[src/rtl/fifo_tt_pkg.sv]
// Shared types and constants for the TT16 FIFO consumer stage:
// transmitter state encoding, default word width and frame-length helper.
package fifo_tt_pkg;

    typedef enum logic [2:0] {
        IDLE,
        START,
        DATA,
        PARITY,
        STOP
    } tx_state_e;

    localparam int DEFAULT_DATA_WIDTH = 4;

    // Clock cycles occupied by one complete frame on the serial line.
    function automatic int frame_len(
        input int data_width,
        input int parity_en,
        input int stop_bits,
        input int clks_per_bit
    );
        return (1 + data_width + parity_en + stop_bits) * clks_per_bit;
    endfunction

endpackage

[src/rtl/uart_bit_timer.sv]
// Baud counter: counts CLKS_PER_BIT cycles per serial bit and flags the
// final cycle of each bit with bit_end. clear forces the count back to zero.
module uart_bit_timer #(
    parameter int CLKS_PER_BIT = 4
) (
    input  logic clk,
    input  logic rst,
    input  logic clear,
    output logic bit_end
);

    localparam int CNT_W = $clog2(CLKS_PER_BIT);
    localparam logic [CNT_W-1:0] LAST_CNT = CNT_W'(CLKS_PER_BIT - 1);

    logic [CNT_W-1:0] cnt_q;
    logic [CNT_W-1:0] cnt_d;

    // bit_end must not depend on clear: the top folds bit_end into its pop
    // decision, and pop feeds clear.
    assign bit_end = (cnt_q == LAST_CNT);

    // NOTE: every signal written in always_comb gets a default first, so no
    // path leaves it unassigned and no latch is inferred.
    always_comb begin
        cnt_d = cnt_q + CNT_W'(1);
        if (clear || bit_end) begin
            cnt_d = '0;
        end
    end

    // NOTE: sequential state uses non-blocking assignments so every flop
    // samples its pre-edge inputs regardless of process evaluation order.
    always_ff @(posedge clk or posedge rst) begin
        if (rst) begin
            cnt_q <= '0;
        end else begin
            cnt_q <= cnt_d;
        end
    end

endmodule

[src/rtl/fifo_uart_tx.sv]
// FIFO consumer: pops show-ahead words and serialises each as a UART frame
// (start, data LSB-first, optional even parity, stop bits) on a registered tx.
module fifo_uart_tx
    import fifo_tt_pkg::*;
#(
    parameter int DATA_WIDTH   = DEFAULT_DATA_WIDTH,
    parameter int CLKS_PER_BIT = 4,
    parameter int PARITY_EN    = 1,
    parameter int STOP_BITS    = 1
) (
    input  logic                  clk,
    input  logic                  rst,
    input  logic                  en,
    input  logic                  empty,
    input  logic [DATA_WIDTH-1:0] rdata,
    output logic                  rinc,
    output logic                  tx,
    output logic                  busy,
    output logic                  frame_done
);

    localparam int BIT_CNT_W = $clog2(DATA_WIDTH + 1);
    localparam logic [BIT_CNT_W-1:0] LAST_DATA = BIT_CNT_W'(DATA_WIDTH - 1);
    localparam logic [BIT_CNT_W-1:0] LAST_STOP = BIT_CNT_W'(STOP_BITS - 1);

    if (CLKS_PER_BIT < 2) begin : g_bad_clks_per_bit
        $error("fifo_uart_tx: CLKS_PER_BIT must be at least 2");
    end
    if (STOP_BITS < 1 || STOP_BITS > 2) begin : g_bad_stop_bits
        $error("fifo_uart_tx: STOP_BITS must be 1 or 2");
    end

    tx_state_e             state_q, state_d;
    logic [DATA_WIDTH-1:0] shift_q, shift_d;
    logic                  parity_q, parity_d;
    logic [BIT_CNT_W-1:0]  bit_cnt_q, bit_cnt_d;
    logic                  tx_q, tx_d;

    logic bit_end;
    logic last_stop;
    logic pop;
    logic timer_clear;

    // Holding the timer clear while idle keeps it aligned to the pop edge.
    assign timer_clear = pop || (state_q == IDLE);

    uart_bit_timer #(
        .CLKS_PER_BIT(CLKS_PER_BIT)
    ) u_bit_timer (
        .clk    (clk),
        .rst    (rst),
        .clear  (timer_clear),
        .bit_end(bit_end)
    );

    always_comb begin
        last_stop = (state_q == STOP) && bit_end && (bit_cnt_q == LAST_STOP);
        pop       = en && !empty && !rst && ((state_q == IDLE) || last_stop);
    end

    always_comb begin
        state_d   = state_q;
        shift_d   = shift_q;
        parity_d  = parity_q;
        bit_cnt_d = bit_cnt_q;

        case (state_q)
            IDLE: begin
            end
            START: begin
                if (bit_end) begin
                    state_d   = DATA;
                    bit_cnt_d = '0;
                end
            end
            DATA: begin
                if (bit_end) begin
                    shift_d = shift_q >> 1;
                    if (bit_cnt_q == LAST_DATA) begin
                        bit_cnt_d = '0;
                        if (PARITY_EN != 0) begin
                            state_d = PARITY;
                        end else begin
                            state_d = STOP;
                        end
                    end else begin
                        bit_cnt_d = bit_cnt_q + BIT_CNT_W'(1);
                    end
                end
            end
            PARITY: begin
                if (bit_end) begin
                    state_d   = STOP;
                    bit_cnt_d = '0;
                end
            end
            STOP: begin
                if (bit_end) begin
                    if (bit_cnt_q == LAST_STOP) begin
                        state_d = IDLE;
                    end else begin
                        bit_cnt_d = bit_cnt_q + BIT_CNT_W'(1);
                    end
                end
            end
            default: begin
                state_d = IDLE;
            end
        endcase

        // A pop overrides the step above; from STOP this chains frames with
        // no idle gap.
        if (pop) begin
            state_d   = START;
            shift_d   = rdata;
            parity_d  = ^rdata;
            bit_cnt_d = '0;
        end
    end

    // tx is decoded from the next state so the registered line changes on
    // the same edge as the state it represents.
    always_comb begin
        tx_d = 1'b1;
        case (state_d)
            IDLE:    tx_d = 1'b1;
            START:   tx_d = 1'b0;
            DATA:    tx_d = shift_d[0];
            PARITY:  tx_d = parity_d;
            STOP:    tx_d = 1'b1;
            default: tx_d = 1'b1;
        endcase
    end

    always_ff @(posedge clk or posedge rst) begin
        if (rst) begin
            state_q   <= IDLE;
            shift_q   <= '0;
            parity_q  <= 1'b0;
            bit_cnt_q <= '0;
            tx_q      <= 1'b1;
        end else begin
            state_q   <= state_d;
            shift_q   <= shift_d;
            parity_q  <= parity_d;
            bit_cnt_q <= bit_cnt_d;
            tx_q      <= tx_d;
        end
    end

    assign rinc       = pop;
    assign tx         = tx_q;
    assign busy       = (state_q != IDLE);
    assign frame_done = last_stop;

endmodule

[config.mk]
export PLATFORM = sky130hd
export DESIGN_NAME = fifo_uart_tx
export DESIGN_NICKNAME = d
export VERILOG_FILES = /design/src/rtl/fifo_tt_pkg.sv /design/src/rtl/uart_bit_timer.sv /design/src/rtl/fifo_uart_tx.sv
export SDC_FILE = /design/constraint.sdc
export NUM_CORES = 1
export LEC_CHECK = 0
export CAP_MARGIN = 0
export CORE_UTILIZATION = 31
export CTS_CLUSTER_SIZE = 10
export DETAILED_ROUTE_END_ITERATION = 8
export PLACE_DENSITY = 0.52
export SYNTH_ARGS = -nofsm -noshare
export SYNTH_HDL_FRONTEND = slang
export SYNTH_HIERARCHICAL = 1
export SYNTH_SLANG_ARGS = --single-unit
[constraint.sdc]
create_clock -name clk -period 1.9 [get_ports clk]
set_input_delay 0.57 -clock clk [delete_from_list [all_inputs] [get_ports clk]]
set_output_delay 0.57 -clock clk [all_outputs]
set_load 0.02 [all_outputs]
==> results of run 1 <==
cell usage after synthesis, drive strengths merged, types with 2 or more instances:
cell type	n
buf	6
xnor2	3
mux2i	3
nor2b	2
dfrtp	13
inv	9
nor2	8
a21oi	4
o21ai	6
nand2	7
ha	5
nor3b	2
a21o	2
nor3	2
nand2b	5
a22o	2
per-layer routing:
| layer | track usage | up-vias | part of all wire |
|---|---|---|---|
| li1 | - | 397 | - |
| met1 | 0.184 | 366 | 0.49 |
| met3 | 0.0438 | 2 | 0.031 |
| met2 | 0.230 | 11 | 0.48 |
| met4 | 0.0383 | 0 | 0.0065 |
| met5 | 0 | - | 0 |
worst reg2reg max path, delay by kind of cell (launching register included):
kind                     cells  cell delay [ps]
buffers and inverters        2              330
flip-flops                   1              400
AO/OA/AOI/OAI                3              690
adder cells (fa/ha/maj)      1              130
AND/OR/NAND/NOR              1              150
state kept, by name, indices dropped and copies added (netlist names):
register,flops
shift_q,4
parity_q,1
bit_cnt_q,3
tx,1
state_q,3
u_bit_timer/cnt_q,2
where the power goes:
part | switching [W] | total [W] | internal [W]
Clock | 0.000101 | 0.000217 | 0.000117
Combinational | 0.000399 | 0.000842 | 0.000443
Sequential | 0.0000696 | 0.000493 | 0.000423
Total | 0.000569 | 0.00155 | 0.000983
layout by cell type (no fill, tap or decap), drive strengths merged, types with 2 or more instances in the layout:
cell and count:
mux2i 3, nor3b 2, clkdlybuf4s50 6, o21ai 6, inv 9, a21o 2, dlygate4sd2 2, a22o 2
dfrtp 13, a21oi 4, nor3 2, nor2 8, nand2b 5, nor2b 2, nand2 7, ha 5
clkbuf 4, xnor2 3, buf 26
stage by stage:
step | setup WS (ps) | std cells | power, W
floorplan | -57.1 | 96 | 0.000971
global placement | -789 | 151 | 0.00124
detailed placement | -773 | 151 | 0.00126
CTS | -290 | 156 | 0.00152
global route | -379 | 160 | 0.00168
finish | -292 | 160 | 0.00155
worst min-delay path by stage:
stage                    start                   end  cells after the start
finish              shift_q[2]            shift_q[2]                      1
global route        shift_q[2]            shift_q[2]                      1
CTS                 shift_q[2]            shift_q[2]                      1
detailed placement  shift_q[2]            shift_q[2]                      1
global placement    shift_q[2]            shift_q[2]                      1
floorplan                  rst  u_bit_timer/cnt_q[0]                      1
final cells by class:
class                           instances  area [um2]  area share
Timing Repair Buffer                   35         292       0.228
Multi-Input combinational cell         67         527       0.412
Sequential cell                        14         353       0.276
Tap cell                               31        38.8      0.0303
Clock buffer                            4        36.3      0.0283
Inverter                                9        33.8      0.0264
kinds of logic (layout without fill, tap and decap cells):
logic type                 Yosys count  in the layout  synth area share
buffers and inverters               15             48            0.0903
AOI/OAI and AO/OA                   24             24             0.200
DFF                                 14             14             0.384
muxes                                3              3            0.0328
xor gates and xnor gates             4              4            0.0383
adders and majority gates            5              5            0.0684
and+or+nand+nor                     31             31             0.186
what timing repair did:
action / CTS / global route
pin swaps: 3 / 1
gates resized for setup: 24 / 3
setup buffers: 1 / 4
cloned: 0 / 0
endpoints found under the setup margin: 4 / 4
hold endpoints to repair: 0 / 0
==> results.sh, run 1 <==
export IMPL_yosysTopAreaCell="dfrtp_1"
export IMPL_endpoint="frame_done"
export IMPL_first_iter_violations=16
export IMPL_overflow=0
export IMPL_cts_sinks=14
export IMPL_rsz0062_at_grt="yes"
export IMPL_drive_above_1_share=0.341
export IMPL_grt_pass1_vias=818
export IMPL_worstPathMaxFanout=2
export IMPL_rr_worst_depth=7
export IMPL_cap_violations=0
export IMPL_dr_pass1_iters=4
export IMPL_path_clk_slew_ps=90
export IMPL_start_util=0.329
export IMPL_synth_top_area_frac=0.356
export IMPL_num_antenna_cells=0
export IMPL_die_area_um2=3170
export IMPL_slew_violations=0
export IMPL_finalClockSkew_ps=5.84
export IMPL_synthArstFlopShare=1.00
export IMPL_status="finished with violations"
export IMPL_syn_inst=96
export IMPL_cp_buffers_inverters=4
export IMPL_syn_cell_area_um2=915
export IMPL_synth_avg_cell_area_um2=9.53
export IMPL_rows=19
export IMPL_critPathRequiredTime_ps=1330
export IMPL_crit_start="bit_cnt_q[1]"
export IMPL_ant_nets=0
export IMPL_yosys_warnings=6
export IMPL_area_delta_synth_final_pct=39.9
export IMPL_cpMostUsedCell="buf_6"
export IMPL_cts_tree="yes"
export IMPL_synth_edf_count=0
export IMPL_regToRegStartpoint="bit_cnt_q[1]"
export IMPL_cp_cell_sequence="inv_2 > ha_4 > nand3b_1 > buf_4 > buf_6 > nor3_4 > buf_6"
export IMPL_crit_path_top_delay_cell="dfrtp_1"
export IMPL_worst_ep_arrival_time_ps=1620
export IMPL_crit_path_end_kind="output pin"
export IMPL_min_period_over_period=1.15
export IMPL_r2r_slack_ps=130
export IMPL_fp_dieH_um=56.3
export IMPL_track_usage=0.142
export IMPL_wl_per_cell_um=12.5
export IMPL_cts_root_buf="clkbuf_4"
export IMPL_crit_family="buffers and inverters"
export IMPL_fin_ws_ps=-292
export IMPL_h_tree_depth=1
export IMPL_leakage_nw=0.589
export IMPL_grt_first_pass_wirelength_um=3520
export IMPL_cp_num_cells=7
export IMPL_clock_latency_ps=280
export IMPL_ys_seq_elements=14
export IMPL_pin_count=12
export IMPL_timing_slew_headroom=0.681
export IMPL_antenna_found_initial=0
export IMPL_hold_path_class="reg -> reg"
export IMPL_place_area_um2=1170
export IMPL_period_needed_ps=2190
export IMPL_setup_viol=2
export IMPL_clk_path_buf_depth=2
export IMPL_grt_max_degree=14
export IMPL_fmax_mhz=456
export IMPL_cp_start_kind="register"
export IMPL_gp_congestion=0.817
export IMPL_utilization=0.460
export IMPL_drc_errors=0
export IMPL_synth_distinct_cells=37
export IMPL_power_density_nw_per_um2=1210
export IMPL_violations="negative setup slack"
export IMPL_final_hold_violation_count=0
export IMPL_setup_tns_final_ps=-578
export IMPL_design_area_um2=1280
export IMPL_port_buffers=11
export IMPL_cts_buffers=3
export IMPL_hold_ws_ps=510
export IMPL_die_w_um=56.3
export IMPL_synthesis_nets=109
export IMPL_fill_cells=257
export IMPL_ctsHoldBuffers=0
export IMPL_ys_seq_area_frac=0.384
export IMPL_via_count=776
export IMPL_criticalPathCategory="reg -> out"
export IMPL_nNetsFinal=143
export IMPL_dp_hpwl_um=1440
export IMPL_cpPeakStageDelay_ps=400
export IMPL_peakVddDrop_uv=877
export IMPL_post_synth_main_area_contributors="dfrtp_1 36%, ha_1 6.8%, inv_1 3.7%"
export IMPL_tightest_slew_ps=473
export IMPL_synth_flop_cell="dfrtp_1"
export IMPL_rr_endpoint="tx"
export IMPL_vias_per_cell=4.85
export IMPL_fp_coreArea_um2=2780
export IMPL_wl_um=2000
Note: power is estimated with default switching activity, not from simulation.
==> inputs of run 2 (changes only) <==
--- a/config.mk
+++ b/config.mk
@@ -5,10 +5,13 @@
 export SDC_FILE = /design/constraint.sdc
 export NUM_CORES = 1
 export LEC_CHECK = 0
+export ABC_AREA = 1
 export CAP_MARGIN = 0
 export CORE_UTILIZATION = 31
 export CTS_CLUSTER_SIZE = 10
 export DETAILED_ROUTE_END_ITERATION = 8
+export GPL_ROUTABILITY_DRIVEN = 0
+export HOLD_SLACK_MARGIN = 0.05
 export PLACE_DENSITY = 0.52
 export SYNTH_ARGS = -nofsm -noshare
 export SYNTH_HDL_FRONTEND = slang
==> results.sh, run 2 <==
export IMPL_slew_violations=0
export IMPL_finalClockSkew_ps=7.54
export IMPL_crit_path_end_kind="output pin"
export IMPL_tightest_slew_ps=490
export IMPL_ctsHoldBuffers=0
export IMPL_ant_nets=0
export IMPL_cp_buffers_inverters=3
export IMPL_overflow=0
export IMPL_synth_distinct_cells=25
export IMPL_yosysTopAreaCell="dfrtp_1"
export IMPL_yosys_warnings=6
export IMPL_first_iter_violations=16
export IMPL_violations="negative setup slack"
export IMPL_setup_tns_final_ps=-66.9
export IMPL_cts_root_buf="clkbuf_4"
export IMPL_regMostFlops="shift_q"
export IMPL_regToRegStartpoint="bit_cnt_q[0]"
export IMPL_dp_hpwl_um=1380
export IMPL_cts_buffers=3
export IMPL_power_density_nw_per_um2=1170
export IMPL_grt_first_pass_wirelength_um=3070
export IMPL_status="finished with violations"
export IMPL_drc_errors=0
export IMPL_fp_dieH_um=55.6
export IMPL_synth_avg_cell_area_um2=8.09
export IMPL_critPathRequiredTime_ps=1330
export IMPL_clk_path_buf_depth=2
export IMPL_criticalPathCategory="reg -> out"
export IMPL_grt_max_degree=13
export IMPL_path_clk_slew_ps=90
export IMPL_vias_per_cell=4.43
export IMPL_cp_cell_sequence="inv_2 > ha_4 > nand3_4 > a21oi_4 > nand2_4 > clkinv_4 > buf_6"
export IMPL_dr_pass1_iters=4
export IMPL_die_w_um=55.6
export IMPL_antenna_found_initial=0
export IMPL_synth_flop_cell="dfrtp_1"
export IMPL_cpPeakStageDelay_ps=400
export IMPL_crit_path_top_delay_cell="dfrtp_1"
export IMPL_rr_endpoint="bit_cnt_q[0]"
export IMPL_final_common_cell="nand2_1"
export IMPL_drive_above_1_share=0.356
export IMPL_post_synth_main_area_contributors="dfrtp_1 37%, nand2_1 13%, ha_1 7.0%"
export IMPL_pin_count=12
export IMPL_timing_slew_headroom=0.673
export IMPL_syn_inst=110
export IMPL_synth_top_area_frac=0.366
export IMPL_wl_met1_um=761
export IMPL_wl_um=1760
export IMPL_period_needed_ps=1960
export IMPL_largest_reg_flops=4
export IMPL_synthArstFlopShare=1.00
export IMPL_ys_seq_elements=14
export IMPL_cap_violations=0
export IMPL_leakage_nw=0.642
export IMPL_area_delta_synth_final_pct=39.4
export IMPL_reg_top3="shift_q: 4 flops, bit_cnt_q: 3 flops, state_q: 3 flops"
export IMPL_h_tree_depth=1
export IMPL_cp_start_kind="register"
export IMPL_setup_viol=2
export IMPL_rr_worst_depth=6
export IMPL_worst_ep_arrival_time_ps=1390
export IMPL_dr_wl_met3_um=41
export IMPL_top_layer="met4"
export IMPL_rsz0062_at_grt="yes"
export IMPL_cts_sinks=14
export IMPL_final_hold_violation_count=0
export IMPL_hold_path_class="in -> async"
export IMPL_min_period_over_period=1.03
export IMPL_track_usage=0.126
export IMPL_mostFrequentLayoutCells="30 x nand2_1, 23 x buf_4, 13 x dfrtp_1"
export IMPL_synth_edf_count=0
export IMPL_syn_cell_area_um2=890
export IMPL_r2r_slack_ps=380
export IMPL_via_count=784
export IMPL_power_w=0.00145
export IMPL_peakVddDrop_uv=661
export IMPL_fp_coreArea_um2=2730
export IMPL_clock_latency_ps=280
export IMPL_num_antenna_cells=0
export IMPL_worstPathMaxFanout=2
export IMPL_die_area_um2=3090
export IMPL_crit_family="flip-flops"
export IMPL_port_buffers=11
export IMPL_route_met2_wl_um=939
export IMPL_wl_per_cell_um=9.94
export IMPL_grt_pass1_vias=764
export IMPL_cts_tree="yes"
export IMPL_start_util=0.325
export IMPL_fmax_mhz=511
export IMPL_rows=19
export IMPL_nNetsFinal=160
export IMPL_synth_most_common_cell="nand2_1"
export IMPL_synthesis_nets=123
export IMPL_ys_seq_area_frac=0.395
export IMPL_fill_cells=288
export IMPL_synthTopCellsByCount="30 x nand2_1, 14 x inv_1, 13 x dfrtp_1"
export IMPL_fin_ws_ps=-57.5
[run 2: cell types whose count changed after synthesis, moves of 4 or more]
cell | before | now
nand2_1 | 7 | 30
inv_1 | 9 | 14
nand2_2 | 0 | 5
nand2b_1 | 5 | 0
nand3_1 | 0 | 5
a21oi_1 | 4 | 0
[run 2: final cells by class]
| class | count | area [um2] | area share |
|---|---|---|---|
| multi-input cells | 76 | 475 | 0.383 |
| clock buffers | 4 | 26.3 | 0.0212 |
| repair buffers | 34 | 275 | 0.222 |
| inverters | 18 | 72.6 | 0.0585 |
| well taps | 31 | 38.8 | 0.0313 |
| flip-flops and latches | 14 | 352 | 0.284 |
[run 2: how the worst max path moves through the flow]
stage / startpoint / endpoint / slack, ps / depth (start not counted)
after floorplan: bit_cnt_q[0] / rinc / 240 / 6
after global placement: en / rinc / -670 / 5
after detailed placement: empty / rinc / -670 / 5
after CTS: bit_cnt_q[1] / rinc / -100 / 7
after global routing: bit_cnt_q[0] / rinc / -140 / 7
final: bit_cnt_q[1] / rinc / -60 / 7
[run 2: power breakdown]
group / total (W) / switching, W / internal [W]
sequential: 0.000485 / 0.0000637 / 0.000421
clock: 0.000177 / 0.0000957 / 0.0000812
combinational: 0.000789 / 0.000422 / 0.000368
[run 2: cells by family (layout without fill, tap and decap cells)]
logic type	count (synthesis)	in the layout	share of synthesized area
compound gates	10	10	0.0760
simple gates	58	58	0.326
fa+ha+maj	5	5	0.0703
flops	14	14	0.395
buf+inv	20	56	0.103
xor+xnor	3	3	0.0295
[run 2: worst reg2reg max path, stage by stage, from the launching register on]
cell,delay [ps]
dfrtp_1,400
buf_4,130
ha_1,210
ha_1,220
o21ai_0,250
nand2_1,80
o22ai_1,160
[run 2: metrics by stage]
stage          hold WS [ps]  utilization  std cells  instance area (um2)  setup slack, ps
6_report                440        0.454        177                 1240            -57.5
5_1_grt                 440        0.454        177                 1240             -144
4_1_cts                 433        0.453        176                 1240            -97.8
3_5_place_dp            439        0.425        169                 1160             -671
3_3_place_gp            419        0.425        169                 1160             -668
2_1_floorplan           311            -        110                  890              236
[run 2: what timing repair did]
| item | 4_1_cts | 5_1_grt |
|---|---|---|
| buffers inserted | 3 | 1 |
| pin swaps | 5 | 1 |
| endpoints found under the setup margin | 4 | 3 |
| resized for setup | 27 | 1 |
[run 2: layer usage]
layer | vias to the layer above | track usage
met1 | 357 | 0.145
met4 | 0 | 0.0536
met5 | - | 0
met2 | 11 | 0.225
li1 | 414 | -
met3 | 2 | 0.0233
